===== src/rtl/accel_conv_scheduler_if.sv =====
// Link between the conversion scheduler and the shared binary_to_ascii converter.
// The scheduler is the master: it issues start/operand and collects done/result.
interface accel_conv_scheduler_if #(
  parameter int DATA_W  = 13,
  parameter int ASCII_W = 32
);
  logic               conv_start;
  logic [DATA_W-1:0]  conv_bin;
  logic               conv_done;
  logic [ASCII_W-1:0] conv_ascii;
  logic               conv_neg;

  modport master (output conv_start, conv_bin, input conv_done, conv_ascii, conv_neg);
  modport slave  (input conv_start, conv_bin, output conv_done, conv_ascii, conv_neg);
endinterface


===== src/rtl/accel_conv_scheduler.sv =====
// Shares one binary_to_ascii converter across the X/Y/Z/T channels: snapshot, convert
// round-robin, stage the results and publish the whole frame in a single cycle.
module accel_conv_scheduler #(
  parameter int DATA_W      = 13,
  parameter int ASCII_W     = 32,
  parameter int TIMEOUT_CYC = 64
) (
  input  logic                clk,
  input  logic                reset,
  input  logic                enable,
  input  logic                sample_valid,
  input  logic [DATA_W-1:0]   accel_X,
  input  logic [DATA_W-1:0]   accel_Y,
  input  logic [DATA_W-1:0]   accel_Z,
  input  logic [DATA_W-1:0]   accel_T,
  accel_conv_scheduler_if.master conv,
  output logic [ASCII_W-1:0]  ascii_X,
  output logic [ASCII_W-1:0]  ascii_Y,
  output logic [ASCII_W-1:0]  ascii_Z,
  output logic [ASCII_W-1:0]  ascii_T,
  output logic                neg_X,
  output logic                neg_Y,
  output logic                neg_Z,
  output logic                neg_T,
  output logic                frame_valid,
  output logic                busy,
  output logic                overrun,
  output logic                timeout_err
);
  localparam int NUM_CH = 4;
  localparam int CNT_W  = $clog2(TIMEOUT_CYC + 1);
  localparam logic [ASCII_W-1:0] ASCII_ZERO = {(ASCII_W/8){8'h30}};
  localparam logic [ASCII_W-1:0] ASCII_UNK  = {(ASCII_W/8){8'h3F}};

  typedef enum logic [2:0] {IDLE, START, WAIT, NEXT, PUBLISH} state_t;

  state_t                         state, state_nxt;
  logic [NUM_CH-1:0][DATA_W-1:0]  sample, snap;
  logic [NUM_CH-1:0][ASCII_W-1:0] pub_ascii;
  logic [NUM_CH-1:0]              pub_neg;
  logic [1:0]                     idx;
  logic [CNT_W-1:0]               cnt;
  logic                           timed_out;
  logic                           publish;

  assign sample    = {accel_T, accel_Z, accel_Y, accel_X};
  assign timed_out = (state == WAIT) && !conv.conv_done && (cnt == CNT_W'(TIMEOUT_CYC - 1));
  assign publish   = enable && (state == PUBLISH);

  always_ff @(posedge clk) begin
    if (reset) state <= IDLE;
    else       state <= state_nxt;
  end

  always_comb begin
    state_nxt = state;
    if (enable) begin
      case (state)
        IDLE:    if (sample_valid) state_nxt = START;
        START:   state_nxt = WAIT;
        WAIT:    if (conv.conv_done || timed_out) state_nxt = NEXT;
        NEXT:    state_nxt = (idx == 2'd3) ? PUBLISH : START;
        PUBLISH: state_nxt = IDLE;
        default: state_nxt = IDLE;
      endcase
    end
  end

  always_comb begin
    conv.conv_start = (state == START) && enable;
    busy            = (state != IDLE);
  end

  // conv_bin only moves on the way into START, so it is stable through the whole wait
  always_ff @(posedge clk) begin
    if (reset) begin
      snap          <= '0;
      idx           <= '0;
      cnt           <= '0;
      conv.conv_bin <= '0;
      frame_valid   <= 1'b0;
      overrun       <= 1'b0;
      timeout_err   <= 1'b0;
    end else begin
      frame_valid <= publish;
      overrun     <= sample_valid && !((state == IDLE) && enable);
      if (enable) begin
        case (state)
          IDLE: if (sample_valid) begin
            snap          <= sample;
            idx           <= '0;
            conv.conv_bin <= sample[0];
          end
          START: cnt <= '0;
          WAIT: if (!conv.conv_done) begin
            cnt <= cnt + 1'b1;
            if (timed_out) timeout_err <= 1'b1;
          end
          NEXT: if (idx != 2'd3) begin
            idx           <= idx + 2'd1;
            conv.conv_bin <= snap[idx + 2'd1];
          end
          default: ;
        endcase
      end
    end
  end

  // Per-channel staging and published registers
  for (genvar c = 0; c < NUM_CH; c++) begin : g_ch
    logic               hit;
    logic [ASCII_W-1:0] st_ascii, pb_ascii;
    logic               st_neg, pb_neg;

    assign hit = enable && (state == WAIT) && (idx == 2'(c));

    always_ff @(posedge clk) begin
      if (reset) begin
        st_ascii <= '0;
        st_neg   <= 1'b0;
        pb_ascii <= ASCII_ZERO;
        pb_neg   <= 1'b0;
      end else begin
        if (hit && conv.conv_done) begin
          st_ascii <= conv.conv_ascii;
          st_neg   <= conv.conv_neg;
        end else if (hit && timed_out) begin
          st_ascii <= ASCII_UNK;
          st_neg   <= 1'b0;
        end
        if (publish) begin
          pb_ascii <= st_ascii;
          pb_neg   <= st_neg;
        end
      end
    end

    assign pub_ascii[c] = pb_ascii;
    assign pub_neg[c]   = pb_neg;
  end

  assign ascii_X = pub_ascii[0];
  assign ascii_Y = pub_ascii[1];
  assign ascii_Z = pub_ascii[2];
  assign ascii_T = pub_ascii[3];
  assign neg_X   = pub_neg[0];
  assign neg_Y   = pub_neg[1];
  assign neg_Z   = pub_neg[2];
  assign neg_T   = pub_neg[3];
endmodule


===== src/flat_wrapper.sv =====
// flat-port wrapper written by rule: the top's interface ports become plain ports
module accel_conv_scheduler_flat 
#(
  parameter int DATA_W      = 13,
  parameter int ASCII_W     = 32,
  parameter int TIMEOUT_CYC = 64
)
  (clk, reset, enable, sample_valid, accel_X, accel_Y, accel_Z, accel_T, ascii_X, ascii_Y, ascii_Z, ascii_T, neg_X, neg_Y, neg_Z, neg_T, frame_valid, busy, overrun, timeout_err, conv_conv_start, conv_conv_bin, conv_conv_done, conv_conv_ascii, conv_conv_neg);
  accel_conv_scheduler_if #(.DATA_W(DATA_W), .ASCII_W(ASCII_W)) conv_i ();
  input  logic clk;
  input  logic reset;
  input  logic enable;
  input  logic sample_valid;
  input  logic [DATA_W-1:0] accel_X;
  input  logic [DATA_W-1:0] accel_Y;
  input  logic [DATA_W-1:0] accel_Z;
  input  logic [DATA_W-1:0] accel_T;
  output logic [ASCII_W-1:0] ascii_X;
  output logic [ASCII_W-1:0] ascii_Y;
  output logic [ASCII_W-1:0] ascii_Z;
  output logic [ASCII_W-1:0] ascii_T;
  output logic neg_X;
  output logic neg_Y;
  output logic neg_Z;
  output logic neg_T;
  output logic frame_valid;
  output logic busy;
  output logic overrun;
  output logic timeout_err;
  output wire logic [$bits(conv_i.conv_start)-1:0] conv_conv_start;
  output wire logic [$bits(conv_i.conv_bin)-1:0] conv_conv_bin;
  input wire logic [$bits(conv_i.conv_done)-1:0] conv_conv_done;
  input wire logic [$bits(conv_i.conv_ascii)-1:0] conv_conv_ascii;
  input wire logic [$bits(conv_i.conv_neg)-1:0] conv_conv_neg;
  assign conv_conv_start = conv_i.conv_start;
  assign conv_conv_bin = conv_i.conv_bin;
  assign conv_i.conv_done = conv_conv_done;
  assign conv_i.conv_ascii = conv_conv_ascii;
  assign conv_i.conv_neg = conv_conv_neg;
  accel_conv_scheduler #(.DATA_W(DATA_W), .ASCII_W(ASCII_W), .TIMEOUT_CYC(TIMEOUT_CYC)) u_core (.clk(clk), .reset(reset), .enable(enable), .sample_valid(sample_valid), .accel_X(accel_X), .accel_Y(accel_Y), .accel_Z(accel_Z), .accel_T(accel_T), .conv(conv_i), .ascii_X(ascii_X), .ascii_Y(ascii_Y), .ascii_Z(ascii_Z), .ascii_T(ascii_T), .neg_X(neg_X), .neg_Y(neg_Y), .neg_Z(neg_Z), .neg_T(neg_T), .frame_valid(frame_valid), .busy(busy), .overrun(overrun), .timeout_err(timeout_err));
endmodule

===== config.mk =====
export PLATFORM = sky130hd
export DESIGN_NAME = accel_conv_scheduler_flat
export DESIGN_NICKNAME = d
export VERILOG_FILES = /design/src/rtl/accel_conv_scheduler_if.sv /design/src/rtl/accel_conv_scheduler.sv /design/src/flat_wrapper.sv
export SDC_FILE = /design/constraint.sdc
export NUM_CORES = 1
export LEC_CHECK = 0
export BUFFER_PORTS_ARGS = -buffer_cell sky130_fd_sc_hd__clkbuf_2
export CAP_MARGIN = 0
export CORE_MARGIN = 4
export CORE_UTILIZATION = 50
export DETAILED_ROUTE_END_ITERATION = 10
export PLACE_DENSITY = 0.78
export SLEW_MARGIN = 30
export SYNTH_ARGS = -nofsm -noshare
export SYNTH_HDL_FRONTEND = slang
export SYNTH_SLANG_ARGS = --single-unit

===== constraint.sdc =====
create_clock -name clk -period 5.85 [get_ports clk]
set_input_delay 1.755 -clock clk [delete_from_list [all_inputs] [get_ports clk]]
set_output_delay 1.755 -clock clk [all_outputs]
set_load 0.005 [all_outputs]

==> run summary <==
FF+latch count, synth = 344
ANT cells = 0
Die ar. = 0.0284 mm^2
Post-DRT Antenna Nets = 0
Root Driver = clkbuf_16
grt met3 use = 4.44%
Post-Syn Area = 0.0129 mm^2
Starting Density = 50.9%
R2R depth = 5
unrepaired setup endpoints after global routing = no
max-cap violations = 0
fin nets = 1,837
layout cells sized above 1 = 19.4%
clk sinks = 344
multi-input logic area = 0.00537 mm^2
Die W = 168 um
Clk pwr share = 48.0%
cell area power density = 329 mW/mm^2
yosys warns = 0
fmax = 244 MHz
VDD IR max = 0.240 mV
power share of the combinational group = 4.6%
crit end category = output pin
count leader, synth = nand2_1
pin count of the biggest net entering global routing = 125
Net Switching = 1110 uW
DR iter-0 viols = 1,164
Synth Flop Type = dfxtp_1
die height = 168 um
post-synthesis net count = 1,678
CTS tree = yes
vias in the first global route = 10,900
Worst EP required = 4.09 ns
area leader, netlist = dfxtp_1
FF-to-FF End = u_core.conv.conv_bin[7]
Yosys top cell area share = 53.6%
cells after synthesis = 1,583
top post-synthesis cells by count = nand2_1, dfxtp_1, a21oi_1, nor2_1, nor3_1
row count = 58
DRC viols = 0
register-to-register setup slack = 3.20 ns
Setup TNS = 0 ns
hold buffer count at CTS = 0
TritonRoute pass-1 iters = 8
WP data arrival = 2.34 ns
Net Sw Frac = 22.0%
Slew headroom = 37.0%
largest cells by area after synthesis = dfxtp_1, nand2_1, a21oi_1, nor3_1, nor2_1
detailed-route via count = 11,600
clock period minus worst slack = 4.09 ns
vias per cell = 5.52
gr busiest metal = met2
WL per Instance = 16.9 um
FFs w/ async S/R, synth = 0%
Int Power = 3950 uW
Avg Inst Size Synth = 8.12 um^2
register area = 0.00689 mm^2
met1 Use GR = 30.6%
total global routing overflow = 0
synth-to-layout area growth = 19.6%
Hold WS = 0.438 ns
Netlist cell types = 40
post-place instance area = 0.0141 mm^2
CTS Buf Count = 37
htree depth = 2
Worst Tran Pin Value = 0.946 ns
Setup Crit Path Kind = primary input to output pin
met2 global-route usage = 41.5%
FF-to-FF Start = u_core.idx[0]
setup violators final = 0
worst skew pair latency = 0.52 ns
post_cts resized = 0
top-level I/O count = 240
CP startpoint = enable
post-synthesis sequential area ratio = 53.6%
Pleak = 0.00592 uW
Reg clk slew, reported paths = 0.06 ns
DP HPWL = 22,900 um
first-pass GRT wire length = 56,400 um
Fill cells = 2,231
Port Buf Inserts = 239
Reg power frac = 47.4%
Setup crit end = conv_conv_start
Setup Fix Bufs, Post-CTS = 0
outcome = finished, final reports clean
post-route clock skew = 0.0119 ns
initial antenna violation count = 0
Total Routed Length = 35,400 um
RePlAce Congestion = 0.814
EDFF count, synth = 0
final hold violations = 0
Bufs on Longest Clock Path = 3
core area = 0.0253 mm^2
post-route design area = 0.0154 mm^2
Worst Setup Start Kind = primary input
worst-path maximum fanout = 9
total track usage = 24.0%
Final Cycle Share = 70.0%
Max Slew Vio Count = 0
Hold Crit Class = flip-flop to flip-flop
layout make-up:
type | count | area share [%]
clock inverter | 14 | 1.00
sequential | 344 | 44.8
multi-input combinational | 1090 | 34.9
timing repair buffer | 251 | 8.75
clock buffer | 54 | 7.43
tap | 330 | 2.69
inverter | 18 | 0.439
metrics by stage:
stage          instances  util (%)  total power (uW)  setup WS, ns
6_report            2101      60.9              5060          1.76
4_1_cts             2101      60.8              5090          1.76
5_1_grt             2101      60.9              5230          1.69
2_1_floorplan       1583         -              2580          1.98
3_3_place_gp        2032      55.5              2670          1.78
3_5_place_dp        2033      55.6              2680          1.77
placed cells by master, fill, tap and decap left out, types with 4 or more instances in the layout:
| cell | instances |
|---|---|
| ha_1 | 5 |
| o21ai_0 | 38 |
| clkbuf_1 | 4 |
| a21oi_1 | 304 |
| a221oi_1 | 13 |
| nor2_1 | 106 |
| nor3_1 | 99 |
| dfxtp_1 | 343 |
| nand3_2 | 4 |
| clkbuf_2 | 238 |
| nand3b_1 | 35 |
| clkinv_2 | 8 |
| nand2_1 | 426 |
| inv_1 | 18 |
| mux4_2 | 13 |
| clkbuf_8 | 11 |
| and3_1 | 6 |
| clkbuf_16 | 39 |
| buf_4 | 8 |
sequential cells by signal, summed over array words and instances, names as in the netlist, 2 cells and up:
signal,cells
u_core.ascii_T,32
u_core.ascii_X,32
u_core.ascii_Y,32
u_core.ascii_Z,32
u_core.cnt,7
u_core.conv.conv_bin,13
u_core.g_ch.st_ascii,128
u_core.g_ch.st_neg,4
u_core.idx,2
u_core.snap,52
u_core.state,3
cell families (layout without fill, tap and decap cells):
family | Yosys count | after routing | share of synthesized area (%)
muxes | 13 | 13 | 2.28
AOI/OAI and AO/OA | 367 | 367 | 14.9
adders and majority gates | 5 | 5 | 0.486
DFF | 344 | 344 | 53.6
buffers and inverters | 149 | 337 | 5.01
and+or+nand+nor | 702 | 702 | 23.5
xor gates and xnor gates | 3 | 3 | 0.204
power by group through the flow:
stage          logic (uW)  registers, uW  clock network [uW]
6_report              231           2400                2430
5_1_grt               253           2400                2570
4_1_cts               229           2400                2460
3_5_place_dp          228           2450                   0
3_3_place_gp          221           2450                   0
2_1_floorplan         141           2440                   0
routing by layer:
layer / vias up / wire length, um / part of all wire (%)
li1: 5613 / - / -
met1: 5519 / 14400 / 41
met2: 403 / 17800 / 50
met3: 63 / 2310 / 6.5
met4: 0 / 899 / 2.5
met5: - / 0 / 0
critical path, stage by stage:
cell	delay (ns)
clkbuf_2	0.17
nand3b_1	0.12
nor2_1	0.16
clkbuf_2	0.14
worst min-delay path by stage:
stage                     cells after the start  slack, ns                        start            endpoint
final                                         2       0.44   u_core.g_ch[2].st_ascii[2]   u_core.ascii_Z[2]
after global routing                          2       0.47           u_core.ascii_T[23]  u_core.ascii_T[23]
after CTS                                     2       0.45   u_core.g_ch[2].st_ascii[2]   u_core.ascii_Z[2]
after detailed placement                      2       0.44   u_core.g_ch[2].st_ascii[7]   u_core.ascii_Z[7]
after global placement                        2       0.43   u_core.g_ch[0].st_ascii[7]   u_core.ascii_X[7]
after floorplan                               2       0.43  u_core.g_ch[3].st_ascii[14]  u_core.ascii_T[14]
Note: power is estimated with default switching activity, not from simulation.
